**src/rtl/ysyx_22040895_priv_seq.sv**
```systemverilog
// +----------------------------------------------------------------------------+
// | ysyx_22040895_priv_seq: serialises ECALL/MRET/CSRRW/CSRRS onto one CSR port |
// | Optional completed-op counter: YSYX_22040895_PRIV_CNT_EN.  Rev 1.0         |
// +----------------------------------------------------------------------------+
`default_nettype none

module ysyx_22040895_priv_seq #(
  parameter int              XLEN      = 64,
  parameter logic [XLEN-1:0] MCAUSE_EC = XLEN'(11)
) (
  input  logic            clk,
  input  logic            rst_n,
  input  logic            req_valid_i,
  output logic            req_ready_o,
  input  logic [2:0]      req_op_i,
  input  logic [XLEN-1:0] req_pc_i,
  input  logic [11:0]     req_csr_i,
  input  logic [XLEN-1:0] req_rs1_i,
  input  logic            req_rs1z_i,
  output logic [11:0]     csr_addr_o,
  output logic            csr_ren_o,
  input  logic [XLEN-1:0] csr_rdata_i,
  output logic            csr_wen_o,
  output logic [XLEN-1:0] csr_wdata_o,
  output logic            resp_valid_o,
  input  logic            resp_ready_i,
  output logic [XLEN-1:0] resp_rd_o,
  output logic            resp_redir_o,
  output logic [XLEN-1:0] resp_pc_o,
  output logic [31:0]     priv_cnt_o
);

  localparam logic [2:0] OP_ECALL = 3'b001;
  localparam logic [2:0] OP_MRET  = 3'b010;
  localparam logic [2:0] OP_CSRRS = 3'b011;
  localparam logic [2:0] OP_CSRRW = 3'b100;

  localparam logic [11:0] CSR_MSTATUS = 12'h300;
  localparam logic [11:0] CSR_MTVEC   = 12'h305;
  localparam logic [11:0] CSR_MEPC    = 12'h341;
  localparam logic [11:0] CSR_MCAUSE  = 12'h342;

  localparam logic [3:0] S_IDLE      = 4'd0;
  localparam logic [3:0] S_CSR_RD    = 4'd1;
  localparam logic [3:0] S_CSR_WR    = 4'd2;
  localparam logic [3:0] S_EC_MEPC   = 4'd3;
  localparam logic [3:0] S_EC_MCAUSE = 4'd4;
  localparam logic [3:0] S_EC_MTVEC  = 4'd5;
  localparam logic [3:0] S_MR_MEPC   = 4'd6;
  localparam logic [3:0] S_MR_ST_RD  = 4'd7;
  localparam logic [3:0] S_MR_ST_WR  = 4'd8;
  localparam logic [3:0] S_RESP      = 4'd9;

  logic [3:0]      state_q, state_d;
  logic [2:0]      op_q, op_d;
  logic [XLEN-1:0] pc_q, pc_d;
  logic [11:0]     csr_q, csr_d;
  logic [XLEN-1:0] rs1_q, rs1_d;
  logic            rs1z_q, rs1z_d;
  logic [XLEN-1:0] old_q, old_d;
  logic [XLEN-1:0] tgt_q, tgt_d;
  logic [XLEN-1:0] st_q, st_d;
  logic [XLEN-1:0] mret_st;
  logic            is_csr_op;
  logic            is_trap_op;

  // MRET: MPP<-0, MPIE<-1, MIE<-old MPIE
  always_comb begin
    mret_st        = st_q;
    mret_st[12:11] = 2'b00;
    mret_st[7]     = 1'b1;
    mret_st[3]     = st_q[7];
  end

  always_comb begin
    state_d     = state_q;
    op_d        = op_q;
    pc_d        = pc_q;
    csr_d       = csr_q;
    rs1_d       = rs1_q;
    rs1z_d      = rs1z_q;
    old_d       = old_q;
    tgt_d       = tgt_q;
    st_d        = st_q;
    csr_addr_o  = '0;
    csr_ren_o   = 1'b0;
    csr_wen_o   = 1'b0;
    csr_wdata_o = '0;
    case (state_q)
      S_IDLE: begin
        if (req_valid_i) begin
          op_d   = req_op_i;
          pc_d   = req_pc_i;
          csr_d  = req_csr_i;
          rs1_d  = req_rs1_i;
          rs1z_d = req_rs1z_i;
          case (req_op_i)
            OP_CSRRS, OP_CSRRW: state_d = S_CSR_RD;
            OP_ECALL:           state_d = S_EC_MEPC;
            OP_MRET:            state_d = S_MR_MEPC;
            default:            state_d = S_RESP;
          endcase
        end
      end
      S_CSR_RD: begin
        csr_ren_o  = 1'b1;
        csr_addr_o = csr_q;
        old_d      = csr_rdata_i;
        state_d    = (op_q == OP_CSRRS && rs1z_q) ? S_RESP : S_CSR_WR;
      end
      S_CSR_WR: begin
        csr_wen_o   = 1'b1;
        csr_addr_o  = csr_q;
        csr_wdata_o = (op_q == OP_CSRRW) ? rs1_q : (old_q | rs1_q);
        state_d     = S_RESP;
      end
      S_EC_MEPC: begin
        csr_wen_o   = 1'b1;
        csr_addr_o  = CSR_MEPC;
        csr_wdata_o = pc_q;
        state_d     = S_EC_MCAUSE;
      end
      S_EC_MCAUSE: begin
        csr_wen_o   = 1'b1;
        csr_addr_o  = CSR_MCAUSE;
        csr_wdata_o = MCAUSE_EC;
        state_d     = S_EC_MTVEC;
      end
      S_EC_MTVEC: begin
        csr_ren_o  = 1'b1;
        csr_addr_o = CSR_MTVEC;
        tgt_d      = csr_rdata_i;
        state_d    = S_RESP;
      end
      S_MR_MEPC: begin
        csr_ren_o  = 1'b1;
        csr_addr_o = CSR_MEPC;
        tgt_d      = csr_rdata_i;
        state_d    = S_MR_ST_RD;
      end
      S_MR_ST_RD: begin
        csr_ren_o  = 1'b1;
        csr_addr_o = CSR_MSTATUS;
        st_d       = csr_rdata_i;
        state_d    = S_MR_ST_WR;
      end
      S_MR_ST_WR: begin
        csr_wen_o   = 1'b1;
        csr_addr_o  = CSR_MSTATUS;
        csr_wdata_o = mret_st;
        state_d     = S_RESP;
      end
      S_RESP: begin
        if (resp_ready_i) state_d = S_IDLE;
      end
      default: state_d = S_IDLE;
    endcase
  end

  always_ff @(posedge clk or negedge rst_n) begin
    if (!rst_n) begin
      state_q <= S_IDLE;
      op_q    <= '0;
      pc_q    <= '0;
      csr_q   <= '0;
      rs1_q   <= '0;
      rs1z_q  <= 1'b0;
      old_q   <= '0;
      tgt_q   <= '0;
      st_q    <= '0;
    end else begin
      state_q <= state_d;
      op_q    <= op_d;
      pc_q    <= pc_d;
      csr_q   <= csr_d;
      rs1_q   <= rs1_d;
      rs1z_q  <= rs1z_d;
      old_q   <= old_d;
      tgt_q   <= tgt_d;
      st_q    <= st_d;
    end
  end

  assign is_csr_op    = (op_q == OP_CSRRS) || (op_q == OP_CSRRW);
  assign is_trap_op   = (op_q == OP_ECALL) || (op_q == OP_MRET);
  assign req_ready_o  = (state_q == S_IDLE);
  assign resp_valid_o = (state_q == S_RESP);
  assign resp_rd_o    = (resp_valid_o && is_csr_op) ? old_q : '0;
  assign resp_redir_o = resp_valid_o && is_trap_op;
  assign resp_pc_o    = resp_redir_o ? tgt_q : '0;

`ifdef YSYX_22040895_PRIV_CNT_EN
  logic [31:0] cnt_q;

  always_ff @(posedge clk or negedge rst_n) begin
    if (!rst_n) begin
      cnt_q <= '0;
    end else if (resp_valid_o && resp_ready_i && (is_csr_op || is_trap_op) &&
                 (cnt_q != 32'hFFFF_FFFF)) begin
      cnt_q <= cnt_q + 32'd1;
    end
  end

  assign priv_cnt_o = cnt_q;
`else
  assign priv_cnt_o = 32'h0;
`endif

endmodule

`default_nettype wire

```
**config.mk**
```make
export PLATFORM = sky130hd
export DESIGN_NAME = ysyx_22040895_priv_seq
export DESIGN_NICKNAME = d
export VERILOG_FILES = /design/src/rtl/ysyx_22040895_priv_seq.sv
export SDC_FILE = /design/constraint.sdc
export NUM_CORES = 1
export LEC_CHECK = 0
export BUFFER_PORTS_ARGS = -buffer_cell sky130_fd_sc_hd__buf_2
export CORE_MARGIN = 1.5
export CORE_UTILIZATION = 31
export DETAILED_ROUTE_END_ITERATION = 7
export SYNTH_ARGS = -nofsm -noshare
export SYNTH_HDL_FRONTEND = slang
export SYNTH_SLANG_ARGS = --single-unit
```
**constraint.sdc**
```tcl
create_clock -name clk -period 5.6 [get_ports clk]
set_clock_uncertainty 0.1 [all_clocks]
set_input_delay 1.68 -clock clk [delete_from_list [all_inputs] [get_ports clk]]
set_output_delay 1.68 -clock clk [all_outputs]
set_load 0.01 [all_outputs]
```
## Word-level counts from Yosys, hierarchy flattened

Index checks and enable logic that the tools add are counted.

| storage, ports and cells | value |
|---|---|
| register bits | 340 |
| bits of input ports | 212 |
| output and inout bits | 241 |
| logic and storage cells | 57 |

| cells by class | value |
|---|---|
| equality and inequality tests | 19 |
| muxes and demuxes | 12 |
| bitwise gates (word level) | 1 |
| reductions and logical operators | 16 |

Operators with widths:

| cell | number |
|---|---|
| 64-bit case mux with 4 select lines | 1 |
| 64-bit two-way mux | 3 |
| 64-bit bitwise OR | 1 |
| 12-bit case mux with 5 select lines | 1 |
| 4-bit case mux with 8 select lines | 1 |
| 4-bit by 3-bit equality test with 1-bit output (second input constant) | 4 |
| 3-bit by 2-bit equality test with 1-bit output (second input constant) | 4 |
| 4-bit two-way mux | 3 |
| 4-bit case mux with 3 select lines | 1 |
| 2-bit OR reduction | 5 |
| 4-bit by 2-bit equality test with 1-bit output (second input constant) | 2 |
| 4-bit equality test (second input constant) | 2 |
| 4-bit OR reduction | 2 |
| 3-bit by 1-bit equality test with 1-bit output (second input constant) | 2 |
| 3-bit equality test (second input constant) | 2 |
| 4-bit by 1-bit equality test with 1-bit output (second input constant) | 1 |
| 4-bit logical NOT | 1 |
| 2-bit AND reduction | 2 |
| 1-bit logical AND | 3 |
| 3-bit OR reduction | 1 |
| 1-bit logical OR | 2 |
| 1-bit two-way mux | 2 |
| 2-bit by 1-bit != test with 1-bit output (second input constant) | 1 |
| 2-bit != test (second input constant) | 1 |

## Longest topological paths before layout

Gate-level depths: netlist (run 1).

| depth | value |
|---|---|
| depth in word-level cells | 5 |
| gate-level depth with buffers | 8 |
| mapped depth without buffers | 5 |

## Worst setup path after synthesis (run 1)

OpenSTA, ideal clock, no wires.

| path | value |
|---|---|
| kind | register to output |
| from | register state_q[2] |
| to | output csr_wdata_o[10] |
| data arrival time | 1670 ps |
| data required time | 3820 ps |
| slack | 2150 ps |
| cell stages (with the launch flop) | 6 |
| buffers on the path | 3 |
| cell sequence | dfrtp_1 > buf_2 > or4b_1 > buf_2 > clkbuf_1 > o21ai_0 |

| on the way | value |
|---|---|
| word-level cells in the longest chain between the ends | 2 |
| elaborated cells on any way between the ends | 5 |
| those cells by class | eq/ne (4); mux (1) |

Ends and longest elaborated chain:

| what | line | RTL |
|---|---|---|
| start, declared | 54 | `logic [3:0] state_q, state_d;` |
| start signal, assigned | 172 | `state_q <= state_d;` |
| 4-bit equality test (tied with other cells) | 89 | `case (state_q)` |
| 64-bit case mux with 4 select lines * | 89 |  |
| end, declared | 24 | `output logic [XLEN-1:0] csr_wdata_o,` |

Every way passes the cells marked *; elsewhere a longest branch is shown, timed or not.

## Final worst setup path (run 1)

| path | value |
|---|---|
| from | register state_q[1] |
| to | output csr_wdata_o[1] |

The elaborated chain is that of the path after synthesis.

==> results of run 1 <==
placed cells by master (no fill, tap or decap), types with 2 or more instances in the layout:
master,count
nor3_4,3
a22oi_1,58
xnor2_1,2
mux2_2,306
nor3b_1,3
nand2b_1,2
clkinv_4,3
xor2_1,2
dfrtp_1,337
buf_4,21
a21oi_1,75
conb_1,32
a31oi_1,2
nor3_1,2
clkbuf_8,8
nor2_1,7
and2_1,135
o22ai_1,3
mux2_1,27
o21ai_0,65
diode_2,4
nand3b_1,2
buf_2,419
a32oi_1,4
clkbuf_1,8
o31ai_1,2
bufinv_16,6
nand2_1,6
nor2_4,2
o22a_1,2
clkinv_2,3
buf_12,3
or2_2,5
clkbuf_16,41
how the worst max path moves through the flow:
stage	startpoint	endpoint	slack (ns)	depth (start not counted)
2_1_floorplan	state_q[2]$_DFFE_PN0P_	csr_wdata_o[10]	2.15	5
3_3_place_gp	state_q[1]$_DFFE_PN0P_	csr_wdata_o[1]	1.21	5
4_1_cts	state_q[1]$_DFFE_PN0P_	csr_wdata_o[1]	0.52	5
3_5_place_dp	state_q[1]$_DFFE_PN0P_	csr_wdata_o[1]	1.12	5
6_report	state_q[1]$_DFFE_PN0P_	csr_wdata_o[1]	0.53	5
5_1_grt	state_q[1]$_DFFE_PN0P_	csr_wdata_o[1]	0.38	5
layer usage:
| layer | vias to the layer above | routed length (µm) |
|---|---|---|
| li1 | 4976 | - |
| met1 | 5682 | 19000 |
| met2 | 375 | 22800 |
| met3 | 54 | 2730 |
| met4 | 2 | 932 |
| met5 | - | 12 |
power groups by stage:
stage | Sequential (mW) | Clock, mW | Combinational (mW)
after floorplan | 4.17 | 0 | 2.86
after global routing | 4.61 | 2.93 | 4.24
final | 4.46 | 2.75 | 3.89
after CTS | 4.45 | 2.83 | 3.94
after detailed placement | 4.48 | 0 | 3.93
after global placement | 4.42 | 0 | 3.85
state kept, by name, summed over array words and instances (netlist names):
name and flops:
old_q 64, pc_q 64, rs1_q 64, tgt_q 64, st_q 61, csr_q 12
state_q 4, op_q 3, rs1z_q 1
critical path, cell delays in order, from the launching register on:
cell and delay (ns):
dfrtp_1 0.80, or4b_2 1.05, buf_4 0.41, o22ai_1 0.20
or2_2 0.13, buf_2 0.12
kinds of logic after synthesis:
group / share of synthesized area [%]
DFF: 55.0
and+or+nand+nor: 7.29
other: 0.0245
buffers and inverters: 4.48
muxes: 24.5
AOI/OAI and AO/OA: 8.41
xor gates and xnor gates: 0.229
metrics by stage:
step | cells | setup WS, ns | utilization, % | power (mW)
2_1_floorplan | 1217 | 2.15 | - | 7.03
3_3_place_gp | 2210 | 1.21 | 36.8 | 8.27
5_1_grt | 2285 | 0.384 | 39.7 | 11.8
4_1_cts | 2281 | 0.516 | 39.7 | 11.2
3_5_place_dp | 2210 | 1.12 | 36.8 | 8.41
6_report | 2285 | 0.535 | 39.7 | 11.1
area by class of cell:
type	count	area (µm²)	share of cell area, %
multi-input combinational	763	6370	32.8
clock inverter	14	238	1.23
timing repair buffer	444	2330	12.0
sequential	337	8430	43.5
tap	664	831	4.29
antenna	4	10.0	0.0516
clock buffer	57	1170	6.02
inverter	2	7.51	0.0387
==> results.json, run 1 <==
{
  "use_met3_pct": 3.78,
  "syn_inst": 1186,
  "yosysMostFrequentCell": "dfrtp_1",
  "num_vias": 11100,
  "synthTopCellsByArea": "dfrtp_1 (55%), mux2_2 (22%), and2_1 (5.5%), a22oi_1 (2.8%), a21oi_1 (2.4%)",
  "path_class": "reg2out",
  "clk_pin_slew_worst_paths_ns": 0.06,
  "slew_headroom_pct": 25.0,
  "cts_resized": 0,
  "end_kind": "output pin",
  "cts_root_buf": "clkbuf_16",
  "synth_area_leader_cell": "dfrtp_1",
  "gr-max-usage-layer": "met2",
  "drt-vias-per-instance": 4.85,
  "hold_buffers": 0,
  "routabilityCongestion": 0.803,
  "dpl.hpwl_mm": 31.4,
  "dpl_cell_area_um2": 18000,
  "synth.distinct_cells": 47,
  "powerDensity_nw_per_um2": 573,
  "reg2reg_from": "state_q[1]$_DFFE_PN0P_",
  "num_rows": 81,
  "hp-class": "reg2reg",
  "setup_viol": 0,
  "hold_path_end": "rs1_q[37]$_DFFE_PN0P_",
  "min-delay-start": "rs1_q[37]$_DFFE_PN0P_",
  "drt_wl_total_mm": 45.5,
  "grt_usage_pct": 17.6,
  "initialDrtViolationCount": 553,
  "dieHeight_um": 225,
  "layout-drive-gt1-share_pct": 51.5,
  "dr.pass1.iters": 4,
  "min_period_ns": 5.07,
  "layout_worst_path_cycle_share_pct": 90.4,
  "power_switching_mw": 3.67,
  "comb_power_share_pct": 35.0,
  "whs_path_depth": 1,
  "timing_worst_slew_pin_value_ns": 1.13,
  "htreeDepth": 2,
  "ys_seq_area_share_pct": 55.0,
  "mappedNetlistArea_um2": 15300,
  "p_leak_nw": 9.10,
  "ys.flop_type": "dfrtp_1",
  "cp_max_fo": 37,
  "insertion_delay_ns": 0.53,
  "seqPwrFrac_pct": 40.2,
  "power_frac_clock_pct": 24.8,
  "drv_slew": 0,
  "r2r_cells": 5,
  "synth_top_area_share_pct": 55.0,
  "swShare_pct": 33.1,
  "grt_max_degree": 110,
  "portBuffers": 420,
  "drv_cap": 0,
  "grt_pass1_vias": 11400,
  "yosys-top-cells-count": "dfrtp_1 (337), mux2_2 (306), and2_1 (135)",
  "design_area_um2": 19400,
  "die_x_um": 225,
  "cts_sinks": 337,
  "start_util_pct": 31.4,
  "hold-worst-slack_ns": 0.392,
  "worst_ep_arrival_time_ns": 3.29,
  "yosys_warnings": 0,
  "required_ns": 3.82,
  "cts_setup_buffers": 0,
  "use_met1_pct": 22.0,
  "synth_edf_count": 0,
  "r2r-end": "tgt_q[51]$_DFFE_PN0P_",
  "grt_first_pass_wirelength_mm": 68.5,
  "async_flop_share_pct": 100,
  "drc": 0,
  "synth_seq_cells": 337,
  "status": "complete, no violations",
  "peakVddDrop_mv": 0.250,
  "io_pins": 453,
  "startpoint_type": "flip-flop",
  "core_um2": 48800,
  "avgSynthCellArea_um2": 12.9,
  "nNetsFinal": 1799,
  "antenna_found_initial": 7,
  "p_int_mw": 7.43,
  "fillers": 4766,
  "cts_made_buffers": 39,
  "hold_viol_final": 0,
  "max_freq_ghz": 0.197,
  "grt-ovfl-total": 0,
  "setup-tns-final_ns": 0,
  "cts_max_path_buffers": 3,
  "die_area_um2": 50800,
  "rsz0062_at_grt": "no",
  "regToRegSetupSlack_ns": 2.60,
  "met2_usage_pct": 30.2,
  "wl_per_cell_um": 19.9,
  "antenna_left": 0,
  "cts_tree": "built",
  "area_growth_pct": 26.5
}
Note: power is estimated with default switching activity, not from simulation.
==> run 2, diff against run 1 <==
==> constraint.sdc (replaced) <==
create_clock -name clk -period 5.9 [get_ports clk]
set_clock_uncertainty 0.1 [all_clocks]
set_input_delay 1.77 -clock clk [delete_from_list [all_inputs] [get_ports clk]]
set_output_delay 1.77 -clock clk [all_outputs]
set_load 0.01 [all_outputs]
==> results.json, run 2 (synthesis results as in run 1) <==
{
  "portBuffers": 420,
  "hold_viol_final": 0,
  "io_pins": 453,
  "cts_tree": "built",
  "grt_max_degree": 104,
  "htreeDepth": 2,
  "p_leak_nw": 9.02,
  "area_growth_pct": 25.5,
  "die_area_um2": 50800,
  "setup_viol": 0,
  "regToRegSetupSlack_ns": 2.81,
  "grt_pass1_vias": 11500,
  "path_class": "reg2out",
  "cp_max_fo": 37,
  "cts_resized": 0,
  "multi_input_area_um2": 6370,
  "cts_max_path_buffers": 3,
  "use_met3_pct": 4.39,
  "antenna_found_initial": 10,
  "hold_buffers": 0,
  "clk_pin_slew_worst_paths_ns": 0.06,
  "fillers": 4794,
  "num_rows": 81,
  "r2r-end": "pc_q[52]$_DFFE_PN0P_",
  "r2r_cells": 6,
  "dpl.hpwl_mm": 31.8,
  "final_cells": 2283,
  "die_x_um": 225,
  "cts_root_buf": "clkbuf_16",
  "powerDensity_nw_per_um2": 537,
  "regArea_um2": 8430,
  "antenna_left": 0,
  "num_vias": 11100,
  "hold-worst-slack_ns": 0.393,
  "dr.pass1.iters": 5,
  "fin_total_pwr_mw": 10.3,
  "place_inst": 2211,
  "layout-drive-gt1-share_pct": 51.0,
  "wl_per_cell_um": 19.9,
  "hp-class": "reg2reg",
  "hold_path_end": "rs1_q[37]$_DFFE_PN0P_",
  "setup-tns-final_ns": 0,
  "layout_common_cells": "buf_2 (419), dfrtp_1 (337), mux2_2 (306)",
  "routabilityCongestion": 0.853,
  "grt_usage_pct": 17.6,
  "gr-max-usage-layer": "met2",
  "rsz0062_at_grt": "no",
  "cts_sinks": 337,
  "use_met1_pct": 21.6,
  "whs_path_depth": 1,
  "drt_wl_total_mm": 45.3,
  "timing_worst_slew_pin_value_ns": 0.972,
  "startpoint_type": "flip-flop",
  "status": "complete, no violations",
  "drt-vias-per-instance": 4.88,
  "required_ns": 4.03,
  "min_period_ns": 5.22,
  "core_um2": 48800,
  "drc": 0,
  "end_kind": "output pin",
  "cts_setup_buffers": 0,
  "dieHeight_um": 225,
  "drv_slew": 0,
  "min-delay-start": "rs1_q[37]$_DFFE_PN0P_",
  "max_freq_ghz": 0.192,
  "layout_commonest_cell": "buf_2",
  "insertion_delay_ns": 0.53,
  "initialDrtViolationCount": 703,
  "peakVddDrop_mv": 0.280,
  "start_util_pct": 31.4,
  "slew_headroom_pct": 34.7,
  "met2_usage_pct": 29.7,
  "worst_ep_arrival_time_ns": 3.35,
  "grt_first_pass_wirelength_mm": 68.3,
  "drv_cap": 0,
  "reg2reg_from": "state_q[2]$_DFFE_PN0P_",
  "grt-ovfl-total": 0,
  "cts_made_buffers": 38,
  "nNetsFinal": 1799,
  "layout_worst_path_cycle_share_pct": 88.4
}
run 2: worst max-delay path, stage by stage, from the launching register on:
cell and delay [ns]:
dfrtp_1 0.89, or4b_2 0.79, buf_4 0.52, o22ai_1 0.14
or2_2 0.30, buf_2 0.16
run 2: area by class of cell:
cell class	count	area share, %
sequential	337	43.8
multi-input combinational	763	33.1
timing repair buffer	445	12.1
clock buffer	58	5.82
tap	664	4.32
clock inverter	8	0.741
antenna	6	0.0780
inverter	2	0.0390
run 2: metal layers:
metal  share of wire [%]  up-vias
li1                    -     4961
met1                  41     5666
met2                  49      410
met3                 6.9       88
met4                 3.0        6
met5               0.088        -
run 2: worst max path at each step:
stage / start / slack [ns] / endpoint / cells past startpoint
final: state_q[2]$_DFFE_PN0P_ / 0.68 / csr_wdata_o[1] / 5
after global routing: state_q[3]$_DFFE_PN0P_ / 0.46 / csr_wdata_o[1] / 5
after CTS: state_q[2]$_DFFE_PN0P_ / 0.63 / csr_wdata_o[1] / 5
after detailed placement: state_q[3]$_DFFE_PN0P_ / 1.24 / csr_wdata_o[1] / 5
after global placement: state_q[2]$_DFFE_PN0P_ / 1.30 / csr_wdata_o[1] / 5
after floorplan: state_q[2]$_DFFE_PN0P_ / 2.36 / csr_wdata_o[10] / 5
run 2: per-stage QoR:
step                worst slack [ns]  util [%]  area (µm²)
finish                         0.683      39.4       19200
detailed placement              1.24      36.8       18000
global route                   0.463      39.4       19200
global placement                1.30      36.8       18000
CTS                            0.631      39.4       19200
floorplan                       2.36         -       15400
run 2: power breakdown:
| group | internal [mW] | switching [mW] |
|---|---|---|
| sequential | 3.51 | 0.782 |
| combinational | 1.90 | 1.72 |
| clock | 1.48 | 0.941 |
